### config.mk
export PLATFORM = sky130hd
export DESIGN_NAME = vga_fb_arbiter
export DESIGN_NICKNAME = d
export VERILOG_FILES = /design/src/rtl/vga_fb_pkg.sv /design/src/rtl/fb_wr_fifo.sv /design/src/rtl/vga_fb_arbiter.sv
export SDC_FILE = /design/constraint.sdc
export NUM_CORES = 1
export LEC_CHECK = 0
export ABC_AREA = 1
export CAP_MARGIN = 20
export CORE_UTILIZATION = 53
export CTS_CLUSTER_DIAMETER = 200
export CTS_CLUSTER_SIZE = 10
export DETAILED_ROUTE_END_ITERATION = 8
export PLACE_DENSITY_LB_ADDON = 0.12
export SLEW_MARGIN = 20
export SYNTH_ARGS = -nofsm -noshare
export SYNTH_HDL_FRONTEND = slang
export SYNTH_SLANG_ARGS = --single-unit
### constraint.sdc
create_clock -name iCLK -period 4.7 [get_ports iCLK]
set_input_delay 0.94 -clock iCLK [delete_from_list [all_inputs] [get_ports iCLK]]
set_output_delay 0.94 -clock iCLK [all_outputs]
set_load 0.02 [all_outputs]
### src/rtl/vga_fb_pkg.sv
// Shared types and constants for the VGA framebuffer arbiter: bus states,
// write FIFO entry layout and the pixel address function.
package vga_fb_pkg;

    localparam int H_ACT  = 640;
    localparam int V_ACT  = 480;
    localparam int ADDR_W = 19;
    localparam int DATA_W = 16;

    typedef enum logic [1:0] {
        IDLE  = 2'd0,
        READ  = 2'd1,
        WRITE = 2'd2
    } bus_state_t;

    typedef struct packed {
        logic [ADDR_W-1:0] addr;
        logic [DATA_W-1:0] data;
    } wr_entry_t;

    // y*640 + x as shifts and adds (640 = 512 + 128).
    function automatic logic [ADDR_W-1:0] pix_addr(input logic [9:0] x, input logic [9:0] y);
        logic [ADDR_W-1:0] xw;
        logic [ADDR_W-1:0] yw;
        xw = ADDR_W'(x);
        yw = ADDR_W'(y);
        return (yw << 9) + (yw << 7) + xw;
    endfunction

endpackage

### src/rtl/fb_wr_fifo.sv
// Synchronous FIFO of pending frame writes with a registered "not full" ready.
module fb_wr_fifo
    import vga_fb_pkg::*;
#(
    parameter int FIFO_DEPTH = 8
) (
    input  logic      clk_i,
    input  logic      rst_n_i,
    input  logic      push_i,
    input  logic      pop_i,
    input  wr_entry_t din_i,
    output wr_entry_t dout_o,
    output logic      empty_o,
    output logic      ready_o
);

    localparam int AW = $clog2(FIFO_DEPTH);
    localparam logic [AW:0] DEPTH_CNT = (AW+1)'(FIFO_DEPTH);

    wr_entry_t     mem_q [FIFO_DEPTH];
    logic [AW-1:0] wr_ptr_q;
    logic [AW-1:0] rd_ptr_q;
    logic [AW:0]   count_q;
    logic [AW:0]   count_d;
    logic          ready_q;
    logic          do_push;
    logic          do_pop;

    assign empty_o = (count_q == '0);
    assign ready_o = ready_q;
    assign dout_o  = mem_q[rd_ptr_q];

    // ready_q is exactly "not full", so gating push on it also guards overflow.
    assign do_push = push_i && ready_q;
    assign do_pop  = pop_i && !empty_o;
    assign count_d = count_q + (AW+1)'(do_push) - (AW+1)'(do_pop);

    always_ff @(posedge clk_i) begin
        if (!rst_n_i) begin
            wr_ptr_q <= '0;
            rd_ptr_q <= '0;
            count_q  <= '0;
            ready_q  <= 1'b0;
        end else begin
            if (do_push) wr_ptr_q <= wr_ptr_q + 1'b1;
            if (do_pop)  rd_ptr_q <= rd_ptr_q + 1'b1;
            count_q <= count_d;
            ready_q <= (count_d != DEPTH_CNT);
        end
    end

    always_ff @(posedge clk_i) begin
        if (do_push) mem_q[wr_ptr_q] <= din_i;
    end

endmodule

### src/rtl/vga_fb_arbiter.sv
// Single-port pixel SRAM arbiter: VGA fetches always win, buffered frame
// writes drain into cycles the VGA leaves free.
module vga_fb_arbiter #(
    parameter int DATA_W     = 16,
    parameter int H_ACT      = 640,
    parameter int V_ACT      = 480,
    parameter int ADDR_W     = 19,
    parameter int FIFO_DEPTH = 8
) (
    input  logic              iCLK,
    input  logic              iRST_N,
    input  logic              iRd_req,
    input  logic [9:0]        iRd_x,
    input  logic [9:0]        iRd_y,
    output logic [DATA_W-1:0] oRd_data,
    output logic              oRd_valid,
    input  logic              iWr_valid,
    output logic              oWr_ready,
    input  logic [9:0]        iWr_x,
    input  logic [9:0]        iWr_y,
    input  logic [DATA_W-1:0] iWr_data,
    output logic [ADDR_W-1:0] oMem_addr,
    output logic [DATA_W-1:0] oMem_wdata,
    output logic              oMem_we_n,
    output logic              oMem_oe_n,
    input  logic [DATA_W-1:0] iMem_rdata,
    output logic [15:0]       oStall_cnt
);
    import vga_fb_pkg::*;

    localparam logic [9:0] H_LIM = 10'(H_ACT);
    localparam logic [9:0] V_LIM = 10'(V_ACT);

    bus_state_t        bus_q, bus_d;
    logic [ADDR_W-1:0] addr_q, addr_d;
    logic [DATA_W-1:0] wdata_q, wdata_d;
    logic              we_n_q, we_n_d;
    logic              oe_n_q, oe_n_d;
    logic [DATA_W-1:0] rd_data_q;
    logic              rd_valid_q;
    logic [15:0]       stall_q;

    wr_entry_t         fifo_din;
    wr_entry_t         fifo_head;
    logic              fifo_empty;
    logic              fifo_ready;
    logic              wr_push;
    logic              wr_pop;

    // Out-of-range pixels complete the handshake but are dropped here.
    assign wr_push       = iWr_valid && fifo_ready && (iWr_x < H_LIM) && (iWr_y < V_LIM);
    assign wr_pop        = !iRd_req && !fifo_empty;
    assign fifo_din.addr = pix_addr(iWr_x, iWr_y);
    assign fifo_din.data = iWr_data;

    fb_wr_fifo #(.FIFO_DEPTH(FIFO_DEPTH)) u_fifo (
        .clk_i   (iCLK),
        .rst_n_i (iRST_N),
        .push_i  (wr_push),
        .pop_i   (wr_pop),
        .din_i   (fifo_din),
        .dout_o  (fifo_head),
        .empty_o (fifo_empty),
        .ready_o (fifo_ready)
    );

    always_comb begin
        bus_d   = IDLE;
        addr_d  = addr_q;
        wdata_d = wdata_q;
        we_n_d  = 1'b1;
        oe_n_d  = 1'b1;
        if (iRd_req) begin
            bus_d  = READ;
            addr_d = pix_addr(iRd_x, iRd_y);
            oe_n_d = 1'b0;
        end else if (!fifo_empty) begin
            bus_d   = WRITE;
            addr_d  = fifo_head.addr;
            wdata_d = fifo_head.data;
            we_n_d  = 1'b0;
        end
    end

    always_ff @(posedge iCLK) begin
        if (!iRST_N) begin
            bus_q      <= IDLE;
            addr_q     <= '0;
            wdata_q    <= '0;
            we_n_q     <= 1'b1;
            oe_n_q     <= 1'b1;
            rd_data_q  <= '0;
            rd_valid_q <= 1'b0;
            stall_q    <= '0;
        end else begin
            bus_q   <= bus_d;
            addr_q  <= addr_d;
            wdata_q <= wdata_d;
            we_n_q  <= we_n_d;
            oe_n_q  <= oe_n_d;
            // The SRAM answers the address registered last edge; capture it now.
            rd_valid_q <= (bus_q == READ);
            if (bus_q == READ) rd_data_q <= iMem_rdata;
            if (iRd_req && !fifo_empty && (stall_q != 16'hFFFF)) stall_q <= stall_q + 16'd1;
        end
    end

    assign oRd_data   = rd_data_q;
    assign oRd_valid  = rd_valid_q;
    assign oWr_ready  = fifo_ready;
    assign oMem_addr  = addr_q;
    assign oMem_wdata = wdata_q;
    assign oMem_we_n  = we_n_q;
    assign oMem_oe_n  = oe_n_q;
    assign oStall_cnt = stall_q;

endmodule
* After elaboration in Yosys (flattened, before gate mapping)
Memories as Yosys holds them, arrays and structs flattened. A register that Yosys moved wholly into a read port is not among the register bits.
Index checks and enable logic that the tools add are counted.
** Word-level totals
- Logic and storage cells :: 55
- Memories :: 1
- Input bits :: 76
- Bits in registers :: 83
- Bits in writable memories :: 280
** Cells by class
- Equal/unequal tests :: 4
- Magnitude comparators :: 2
- Add/sub/neg operators :: 9
- Reductions and logical operators :: 13
- Mux-type cells :: 10
- Bitwise gates (word level) :: 3
** Memories
- u_fifo.mem_q :: depth 8, width 35, read ports 1, clocked after Yosys merged registers in 1, write ports 1, RTL line fb_wr_fifo.sv:20 : wr_entry_t mem_q [FIFO_DEPTH];
** Operators by type and width (count)
- 19-bit by 10-bit adder with 19-bit output :: 2
- 19-bit by 17-bit adder with 19-bit output :: 2
- 19-bit two-way mux :: 2
- 16-bit by 1-bit adder with 16-bit output (second input constant) :: 1
- 16-bit != test (second input constant) :: 1
- 10-bit less-than comparator (second input constant) :: 1
- 10-bit by 9-bit less-than comparator with 1-bit output (second input constant) :: 1
- 1-bit logical AND :: 8
- 3-bit by 1-bit adder with 3-bit output (second input constant) :: 2
- 3-bit two-way mux :: 2
- 1-bit two-way mux :: 5
- 4-bit by 1-bit adder with 4-bit output :: 1
- 4-bit logical NOT :: 1
- 4-bit != test (second input constant) :: 1
- 4-bit by 1-bit subtractor with 4-bit output :: 1
- 1-bit NOT :: 3
- 2-bit by 1-bit == test with 1-bit output (second input constant) :: 1
- 1-bit logical NOT :: 2
- 2-bit two-way mux :: 1
- 2-bit != test (second input constant) :: 1
- 2-bit AND reduction :: 1
- 2-bit OR reduction :: 1

* Logic depth before layout (Yosys ltp)
Gate-level depths: netlist of the first run.
- Depth in word-level cells :: 7
- Mapped depth :: 15
- Mapped depth without buffers :: 14

* Modules after synthesis
From an unflattened synthesis of the first run, not the netlist that was laid out.
** Second synthesis, totals
- Cell total of the unflattened synthesis :: 1660
- Area, all modules :: 16221.8 µm²
** By module, submodules not included
- fb_wr_fifo :: area an instance 11880.1 µm², times used 1, cells each 1031
- vga_fb_arbiter :: area an instance 4341.7 µm², times used 1, cells each 629

* Worst setup path after synthesis of the first run
No wires, ideal clock.
- Path kind :: input-to-reg
- Start point :: input port iWr_x[8]
- End point :: memory u_fifo.mem_q[1][0] (netlist bit), enable pin
- Library setup time :: 0.471 ns
- Buffers on the path :: 0
- Data required time :: 4.229 ns
- Slack :: 0.499 ns
- Cell stages on the path :: 3
- Data arrival time :: 3.730 ns
- Cell sequence :: o21ai_0 > nand3_1 > nor3_1
** Between the ends
- Cells in the longest elaborated chain, start to end :: 6
** Ends and longest elaborated chain
- start, declared :: RTL line vga_fb_arbiter.sv:19 : input logic [9:0] iWr_x,
- 10-bit less-than comparator :: RTL line vga_fb_arbiter.sv:51 : assign wr_push = iWr_valid && fifo_ready && (iWr_x < H_LIM) && (iWr_y < V_LIM);
- 1-bit logical AND (2 in a row) :: RTL line vga_fb_arbiter.sv:51
- 1-bit logical AND :: RTL line fb_wr_fifo.sv:34 : assign do_push = push_i && ready_q;
- 1-bit two-way mux :: RTL line fb_wr_fifo.sv:53 : if (do_push) mem_q[wr_ptr_q] <= din_i;
- 1-bit two-way mux (not written as such) :: RTL line fb_wr_fifo.sv:53
- end, declared :: RTL line fb_wr_fifo.sv:20
No other way between the ends.

==> results_dict.tcl, run 1 <==
set metrics [dict create \
    slew_headroom 0.307 \
    switchingPower_w 0.00285 \
    finalInstanceArea_sq_um 18800 \
    use_met1 0.325 \
    path_cells "clkdlybuf4s50_1, inv_1, fa_1, inv_1, fa_1, nand2_1, nand2_1, o21ai_0, o21ai_0, xor2_1" \
    yosys-top-cells-area "edfxtp_1 53%, dfxtp_1 11%, nor2_1 6.0%, nand2_1 5.2%, o21ai_0 5.0%" \
    power_frac_comb 0.249 \
    hold_path.class "register to register" \
    total_leakage_power_nw 6.88 \
    synth_edf_count 280 \
    area_growth_pct 19.3 \
    final_nets 1750 \
    arrival_ns 3.45 \
    clk_latency_ns 0.55 \
    dpl_cell_area_sq_um 17600 \
    grt_max_degree 108 \
    p_int_w 0.00625 \
    yosys_warnings 0 \
    routabilityCongestion 0.879 \
    regArea_sq_um 10100 \
    fp.dieW_um 175 \
    path_max_fanout 8 \
    synthesis.nets 1615 \
    drive_gt1_frac 0.0562 \
    initial_core_util 0.544 \
    synth_top_area_share 0.533 \
    async_reset_ff_frac 0 \
    peakVddDrop_v 0.000375 \
    switching_share 0.313 \
    power_frac_clock 0.327 \
    antenna_found_initial 1 \
    hpwl_mm 21.0 \
    routed_wl_mm 36.1 \
    grt_pass1_vias 10900 \
    synth_top_cell_by_area "edfxtp_1" \
    cts_resized 0 \
    cts-root-buf "clkbuf_16" \
    via_per_inst 5.50 \
    synth_common_cells "280 x edfxtp_1, 251 x nor2_1, 217 x nand2_1" \
    io_pins 147 \
    cts_htree_levels 2 \
    clk_pin_slew_ns 0.06 \
    multi_input_area_sq_um 5020 \
    grt_overflow 0 \
    worst_clock_skew_ns 0.0272 \
    grt_util_met3 0.0405 \
    met2_usage 0.400 \
    post_cts_buffers 0 \
    cts_tree "built" \
    seq_area_frac_synth 0.642 \
    finalHoldViolCount 0 \
    grt_pass1_wl_mm 58.0 \
    coreArea_sq_um 29000 \
    slowest_stage "fa_1" \
    status "finished clean" \
    synth-main-ff-cell "edfxtp_1" \
    setup_tns_ns 0 \
    clock_path_buffers 3 \
    path_class "primary input to register" \
    seqPwrFrac 0.424 \
    cts_made_buffers 42 \
    drt_iter0_drc 830 \
    clock.fmax_mhz 315 \
    start_kind "primary input" \
    worstPathRequired_ns 4.97 \
    grt_usage 0.241 \
    final.period_utilization 0.675 \
    firstDrtPassIters 5 \
    cp_slowest_stage_delay_ns 0.53 \
    n_antenna_cell 0 \
    cts_hold_buf 0 \
    syn_area_sq_um 15800 \
    cp-end-kind "register" \
    max_cap_violations 0 \
    holdWs_ns 0.444 \
    port_buffers 146 \
    die_y_um 175 \
    synth_cells 1488 \
    worst_slew_pin_slew_ns 1.04 \
    power.total_w 0.00910 \
    drcViolationCount 0 \
    cts.sinks 366 \
    ys_ff_latch 366 \
    avgSynthCellArea_sq_um 10.6 \
    slew_violations 0 \
    rsz0062_at_grt "false" \
    antenna_left 0 \
    wire_per_inst_um 17.7 \
    worst-path-buf-inv 3 \
    power.density_nw_per_um2 484 \
    vias 11200 \
    period_minus_slack_ns 3.17 \
    synth_cell_types 40 \
    fin_cells 2038 \
    num_rows 62 \
    synth_most_common_cell "edfxtp_1" \
    setup_violations 0 \
    critPathTopFamily "adder cells" \
    dp_cells 1963 \
    layout.filler_cells 2274 \
    grt-busiest-layer "met2" \
    fp.dieArea_sq_um 30500 \
]
state kept, by name, summed over array words and instances (netlist names), 2 cells and up, named ones only:
signal and cells:
oMem_addr 19, bus_q 2, u_fifo.mem_q 280, oStall_cnt 16, oMem_wdata 16, u_fifo.count_q 4
u_fifo.wr_ptr_q 3, u_fifo.rd_ptr_q 3, oRd_data 16
cells in the final DEF (no fill, tap or decap), types with 4 or more instances in the layout:
| cell | instances |
|---|---|
| buf_4 | 19 |
| clkbuf_1 | 29 |
| nand3_1 | 108 |
| dfxtp_1 | 84 |
| o211ai_1 | 49 |
| nor2_4 | 5 |
| nand2_1 | 217 |
| nand4_1 | 9 |
| xor2_1 | 14 |
| nor2_1 | 247 |
| nor3_1 | 4 |
| clkbuf_16 | 42 |
| clkdlybuf4s50_1 | 146 |
| inv_2 | 4 |
| o21ai_0 | 156 |
| fa_1 | 5 |
| xnor2_1 | 8 |
| a21oi_1 | 60 |
| o221ai_1 | 5 |
| edfxtp_1 | 280 |
| nor3_2 | 5 |
| inv_1 | 79 |
| o22ai_1 | 8 |
| ha_1 | 46 |
cells by family after synthesis:
| family | after synthesis | synth area share |
|---|---|---|
| buffers and inverters | 161 | 0.0432 |
| xor gates and xnor gates | 22 | 0.0122 |
| and+or+nand+nor | 604 | 0.159 |
| AOI/OAI and AO/OA | 284 | 0.101 |
| DFF | 366 | 0.642 |
| adders and majority gates | 51 | 0.0428 |
path summary, 6_finish.rpt:
path	from	to	slack [ns]	cells after the start
setup reg to reg	register	oMem_addr[7]	2.08	6
hold / removal	u_fifo.rd_ptr_q[2]	register	0.44	2
setup / recovery	iWr_x[9]	u_fifo.mem_q[1][30]	1.53	10
hold reg to reg	u_fifo.rd_ptr_q[2]	register	0.44	2
tightest hold or removal path, cell delays in order, from the launching register on:
cell	delay [ns]
dfxtp_1	0.31
inv_1	0.05
a21oi_1	0.06
per-layer routing:
metal	wire, um	share of wire	vias up
met5	17	0.00047	-
met4	764	0.021	2
met3	2280	0.063	60
met2	17200	0.48	362
met1	15800	0.44	5312
li1	-	-	5471
per-stage QoR:
stage	setup slack (ns)	util
finish	1.53	0.649
global route	1.35	0.649
global placement	1.05	0.605
detailed placement	0.996	0.605
floorplan	0.499	-
CTS	1.56	0.648
cell type report:
| type | count | area share |
|---|---|---|
| Clock buffer | 71 | 0.0616 |
| Clock inverter | 4 | 0.00459 |
| Inverter | 86 | 0.0172 |
| Multi-Input combinational cell | 961 | 0.267 |
| Sequential cell | 366 | 0.539 |
| Tap cell | 384 | 0.0255 |
| Timing Repair Buffer | 166 | 0.0858 |
power groups by stage:
stage          registers (W)  clock network, W  logic (W)
2_1_floorplan        0.00401                 0    0.00141
6_report             0.00386           0.00298    0.00226
3_3_place_gp         0.00392                 0    0.00222
3_5_place_dp         0.00392                 0    0.00226
5_1_grt              0.00388           0.00317    0.00253
4_1_cts              0.00386           0.00303    0.00228
(Power assumes the default switching activity.)
==> run 2, diff against run 1 <==
--- a/config.mk
+++ b/config.mk
@@ -7,7 +7,7 @@
 export LEC_CHECK = 0
 export ABC_AREA = 1
 export CAP_MARGIN = 20
-export CORE_UTILIZATION = 53
+export CORE_UTILIZATION = 52
 export CTS_CLUSTER_DIAMETER = 200
 export CTS_CLUSTER_SIZE = 10
 export DETAILED_ROUTE_END_ITERATION = 8
==> constraint.sdc (replaced) <==
create_clock -name iCLK -period 2.7 [get_ports iCLK]
set_input_delay 0.54 -clock iCLK [delete_from_list [all_inputs] [get_ports iCLK]]
set_output_delay 0.54 -clock iCLK [all_outputs]
set_load 0.02 [all_outputs]
==> run 2 against run 1 <==
  * Critical path depth increased by 1
  * Cell area increased by 3.3%
  * Critical endpoint is now u_fifo.mem_q[5][31]
  * Power increased by 76%
  * Sequential share of layout area decreased by 1.7 points
  * Register-to-register slack got worse by 1.6 ns
  * Combinational power increased by 87%
  * Clock-buffer cell count unchanged
  * Wire length increased by 0.41%
  * Largest power group unchanged
  * Critical path type unchanged
  * Sequential cell count unchanged
==> results_dict.tcl, run 2 (synthesis results as in run 1) <==
set metrics [dict create \
    wire_per_inst_um 17.3 \
    via_per_inst 5.42 \
    grt_overflow 0 \
    hold_path.class "register to register" \
    num_rows 63 \
    dp_cells 2016 \
    drcViolationCount 0 \
    routed_wl_mm 36.2 \
    cp-end-kind "register" \
    grt_usage 0.239 \
    cts_htree_levels 2 \
    worst-path-buf-inv 3 \
    fp.dieW_um 176 \
    antenna_found_initial 0 \
    fin_cells 2092 \
    worst_slew_pin_slew_ns 0.628 \
    start_kind "primary input" \
    peakVddDrop_v 0.000801 \
    regMostFlops "u_fifo.mem_q" \
    initial_core_util 0.531 \
    arrival_ns 2.85 \
    layout.filler_cells 2292 \
    slew_headroom 0.581 \
    power.density_nw_per_um2 825 \
    status "finished clean" \
    cts-root-buf "clkbuf_16" \
    setup_violations 0 \
    grt_pass1_vias 10900 \
    clk_latency_ns 0.54 \
    cts_made_buffers 42 \
    path_cells "clkdlybuf4s50_1, inv_1, fa_1, inv_1, ha_1, a21oi_1, o21ai_1, nor2_2, nor2_1, nor2_2, xor2_2" \
    clock.fmax_mhz 395 \
    setup_tns_ns 0 \
    regArea_sq_um 10100 \
    final_nets 1798 \
    multi_input_area_sq_um 5090 \
    final.period_utilization 0.939 \
    clock_path_buffers 3 \
    worst_clock_skew_ns 0.0216 \
    n_antenna_cell 0 \
    cts.sinks 366 \
    routabilityCongestion 0.847 \
    hpwl_mm 21.9 \
    slew_violations 0 \
    critPathTopFamily "adder cells" \
    largest_reg_flops 280 \
    finalHoldViolCount 0 \
    firstDrtPassIters 7 \
    antenna_left 0 \
    grt_pass1_wl_mm 57.8 \
    slowest_stage "fa_1" \
    max_cap_violations 0 \
    path_class "primary input to register" \
    power.total_w 0.0160 \
    area_growth_pct 23.3 \
    clk_pin_slew_ns 0.05 \
    final_common_cell "edfxtp_1" \
    io_pins 147 \
    path_max_fanout 8 \
    cts_tree "built" \
    rsz0062_at_grt "false" \
    cp_slowest_stage_delay_ns 0.53 \
    grt_max_degree 141 \
    drt_iter0_drc 910 \
    period_minus_slack_ns 2.53 \
    vias 11300 \
    worstPathRequired_ns 3.02 \
    total_leakage_power_nw 7.21 \
    final_cell_mix "280 x edfxtp_1, 245 x nor2_1, 217 x nand2_1" \
    coreArea_sq_um 29700 \
    port_buffers 146 \
    fp.dieArea_sq_um 31000 \
    drive_gt1_frac 0.0881 \
    die_y_um 176 \
]
run 2: per-stage QoR:
step | worst slack, ns | area [sq um] | utilization | hold WS [ns]
5_1_grt | 0.0119 | 19400 | 0.654 | 0.486
4_1_cts | 0.00597 | 19400 | 0.652 | 0.466
3_3_place_gp | -0.520 | 18100 | 0.610 | 0.447
3_5_place_dp | -0.570 | 18100 | 0.610 | 0.457
6_report | 0.165 | 19400 | 0.654 | 0.465
2_1_floorplan | -0.421 | 15800 | - | 0.433
run 2: final timing paths:
path	start	end	slack (ns)	cells past startpoint
worst min register to register	oMem_wdata[14]	oMem_wdata[14]	0.46	2
worst min-delay path	oMem_wdata[14]	oMem_wdata[14]	0.46	2
worst max-delay path	iWr_x[9]	u_fifo.mem_q[5][31]	0.17	11
worst max register to register	u_fifo.count_q[2]	u_fifo.ready_o	0.45	13
run 2: worst reg2reg max path, delay by kind of cell, from the launching register on:
family,cells,cell delay [ns]
fa+ha+maj,4,1.02
xor+xnor,1,0.21
buf+inv,4,0.26
simple gates,4,0.35
flops,1,0.30
run 2: per-layer routing:
| layer | wire, um | global-route usage | up-vias |
|---|---|---|---|
| met1 | 16200 | 0.331 | 5363 |
| met3 | 2350 | 0.0347 | 49 |
| met2 | 17100 | 0.395 | 365 |
| li1 | - | - | 5560 |
| met4 | 598 | 0.0623 | 0 |
| met5 | 0 | 0 | - |
run 2: final cells by class:
cell class,instances,share of cell area
clock buffer,71,0.0597
multi-input combinational,961,0.262
clock inverter,4,0.00476
tap,390,0.0251
timing repair buffer,214,0.110
inverter,86,0.0167
sequential,366,0.521
run 2: report_power, final:
group / total [W] / internal (W) / switching (W)
clock: 0.00517 / 0.00303 / 0.00214
combinational: 0.00422 / 0.00156 / 0.00266
sequential: 0.00665 / 0.00647 / 0.000180
run 2: timing repair:
action,in CTS,in global routing
pin swaps,0,3
endpoints found under the setup margin,8,56
hold buffers,0,0
endpoints found under the hold margin,0,0
buffers inserted,0,1
gates resized for setup,1,11
==> run 3, diff against run 2 <==
--- a/config.mk
+++ b/config.mk
@@ -5,7 +5,7 @@
 export SDC_FILE = /design/constraint.sdc
 export NUM_CORES = 1
 export LEC_CHECK = 0
-export ABC_AREA = 1
+export ABC_AREA = 0
 export CAP_MARGIN = 20
 export CORE_UTILIZATION = 52
 export CTS_CLUSTER_DIAMETER = 200
==> run 3 against run 2 <==
  * Combinational power fell by 9.7%
  * Area after synthesis is 4.0% lower
  * Critical endpoint is now u_fifo.mem_q[1][34]
  * Largest cell class unchanged
  * Fmax is 2.1% lower
  * Sequential share of layout area grew 0.73 points
==> results_dict.tcl, run 3 <==
set metrics [dict create \
    ys_ff_latch 366 \
    syn_area_sq_um 15100 \
    clock_path_buffers 3 \
    fin_ws_ns 0.110 \
    worst-path-buf-inv 4 \
    rr_startpoint "u_fifo.count_q[2]" \
    port_buffers 146 \
    clock.fmax_mhz 386 \
    place_ws_ns -0.781 \
    drt_iter0_drc 653 \
    total_leakage_power_nw 6.77 \
    power.density_nw_per_um2 812 \
    arrival_ns 2.97 \
    grt_usage 0.213 \
    vias 8776 \
    synth_top_cell_by_area "edfxtp_1" \
    drive_gt1_frac 0.216 \
    hold_end "oMem_addr[12]" \
    cts_hold_buf 0 \
    initial_core_util 0.528 \
    rrSetupSlack_ns 0.33 \
    antenna_left 0 \
    path_class "primary input to register" \
    via_per_inst 5.53 \
    grt_pass1_vias 9009 \
    finalHoldViolCount 0 \
    routed_wl_mm 30.9 \
    rr_endpoint "u_fifo.ready_o" \
    cp_slowest_stage_delay_ns 0.51 \
    regMostFlops "u_fifo.mem_q" \
    cts_made_buffers 42 \
    critPathTopFamily "adder cells" \
    clk_latency_ns 0.53 \
    drcViolationCount 0 \
    max_cap_violations 0 \
    synth_top_area_share 0.555 \
    worstPathRequired_ns 3.08 \
    hold_path.class "primary input to register" \
    cts-root-buf "clkbuf_16" \
    wire_per_inst_um 19.5 \
    synth_edf_count 280 \
    hpwl_mm 20.0 \
    final_nets 1306 \
    grt_max_degree 60 \
    cts_htree_levels 2 \
    status "finished clean" \
    slowest_stage "fa_1" \
    worst_slew_pin_slew_ns 0.616 \
    yosys-top-cells-area "edfxtp_1 56%, dfxtp_1 11%, mux4_2 10%, ha_1 3.8%, mux2i_1 2.3%" \
    coreArea_sq_um 28700 \
    async_reset_ff_frac 0 \
    fp.dieW_um 173 \
    io_pins 147 \
    worst_clock_skew_ns 0.0252 \
    synth_cell_types 54 \
    slew_headroom 0.584 \
    period_minus_slack_ns 2.59 \
    final_common_cell "edfxtp_1" \
    die_y_um 173 \
    synthesis.nets 1070 \
    path_cells "dlygate4sd2_1, inv_8, fa_1, inv_2, fa_2, a21oi_2, o21ai_2, o22ai_2, or4b_4, o211ai_1, buf_4" \
    synth_cells 943 \
    min_from "iRST_N" \
    largest_reg_flops 280 \
    seq_area_frac_synth 0.669 \
    area_growth_pct 26.6 \
    cts.sinks 366 \
    avgSynthCellArea_sq_um 16.1 \
    antenna_found_initial 0 \
    power.total_w 0.0156 \
    path_max_fanout 8 \
    worstHoldPathCells 2 \
    fp.dieArea_sq_um 29800 \
    grt_overflow 0 \
    cts_tree "built" \
    setup_violations 0 \
    num_rows 62 \
    start_kind "primary input" \
    grt_pass1_wl_mm 49.2 \
    clk_pin_slew_ns 0.06 \
    cp-end-kind "register" \
    final.period_utilization 0.959 \
    synth_common_cells "280 x edfxtp_1, 86 x dfxtp_1, 84 x nand2_1" \
    peakVddDrop_v 0.000555 \
    final_cell_mix "280 x edfxtp_1, 140 x clkdlybuf4s50_1, 84 x nand2_1" \
    firstDrtPassIters 5 \
    synth_most_common_cell "edfxtp_1" \
    routabilityCongestion 0.841 \
    yosys_warnings 0 \
    synth-main-ff-cell "edfxtp_1" \
    r2r_cells 10 \
    slew_violations 0 \
    n_antenna_cell 0 \
]
[run 3: cell types whose count changed after synthesis, moves of 20 or more]
cell / previous run / this run
nor2_1: 251 / 24
nand2_1: 217 / 84
o211ai_1: 49 / 2
o21ai_0: 156 / 16
a21oi_1: 60 / 12
a21boi_0: 0 / 20
mux4_2: 0 / 70
and2_1: 0 / 20
inv_1: 79 / 30
mux2i_1: 0 / 35
nand3_1: 108 / 12
[run 3: layout make-up]
class	count	area [sq um]
flip-flops and latches	366	10100
repair buffers	240	2320
clock inverters	4	63.8
well taps	384	480
inverters	30	120
multi-input cells	499	4920
fillers	2034	9530
clock buffers	63	1130
[run 3: how the worst max path moves through the flow]
stage / from / to / depth (start not counted)
2_1_floorplan: iWr_y[9] / u_fifo.mem_q[5][0] / 5
3_3_place_gp: iWr_y[2] / u_fifo.mem_q[1][34] / 10
3_5_place_dp: iWr_y[2] / u_fifo.mem_q[3][34] / 10
4_1_cts: iWr_y[0] / u_fifo.mem_q[1][34] / 11
5_1_grt: iWr_y[2] / u_fifo.mem_q[1][34] / 11
6_report: iWr_y[2] / u_fifo.mem_q[1][34] / 11
[run 3: kinds of logic (layout without fill, tap and decap cells)]
| family | Yosys count | after routing | synth area share |
|---|---|---|---|
| and+or+nand+nor | 190 | 190 | 0.0611 |
| adders and majority gates | 51 | 51 | 0.0446 |
| muxes | 107 | 107 | 0.129 |
| buffers and inverters | 78 | 337 | 0.0206 |
| xor gates and xnor gates | 29 | 29 | 0.0168 |
| AOI/OAI and AO/OA | 122 | 122 | 0.0596 |
| DFF | 366 | 366 | 0.669 |
[run 3: timing repair]
item / in CTS / in global routing
gates resized for setup: 7 / 13
endpoints found under the setup margin: 43 / 44
pin swaps: 0 / 12
buffers inserted: 1 / 1
[run 3: per-layer routing]
metal | global-route usage | vias up | share of wire | wire length, um
met5 | 0 | - | 0 | 0
met4 | 0.0538 | 0 | 0.018 | 549
met3 | 0.0394 | 39 | 0.052 | 1620
met2 | 0.347 | 240 | 0.48 | 14800
met1 | 0.300 | 4374 | 0.45 | 14000
li1 | - | 4123 | - | -
[run 3: power by group]
part	internal (W)	total [W]	switching, W	leakage (nW)
clock	0.00296	0.00503	0.00206	0.572
combinational	0.00194	0.00381	0.00187	2.97
sequential	0.00647	0.00673	0.000260	3.23
total	0.0114	0.0156	0.00419	6.77
[run 3: through the flow]
| step | area (sq um) | TNS [ns] | utilization | hold slack [ns] | std cells |
|---|---|---|---|---|---|
| final | 19200 | 0 | 0.668 | 0.371 | 1586 |
| after global routing | 19200 | -0.0601 | 0.668 | 0.376 | 1586 |
| after CTS | 19100 | 0 | 0.666 | 0.360 | 1585 |
| after detailed placement | 17900 | -66.99 | 0.623 | 0.457 | 1517 |
| after global placement | 17900 | -53.88 | 0.623 | 0.450 | 1517 |
| after floorplan | 15300 | -43.35 | - | 0.481 | 943 |
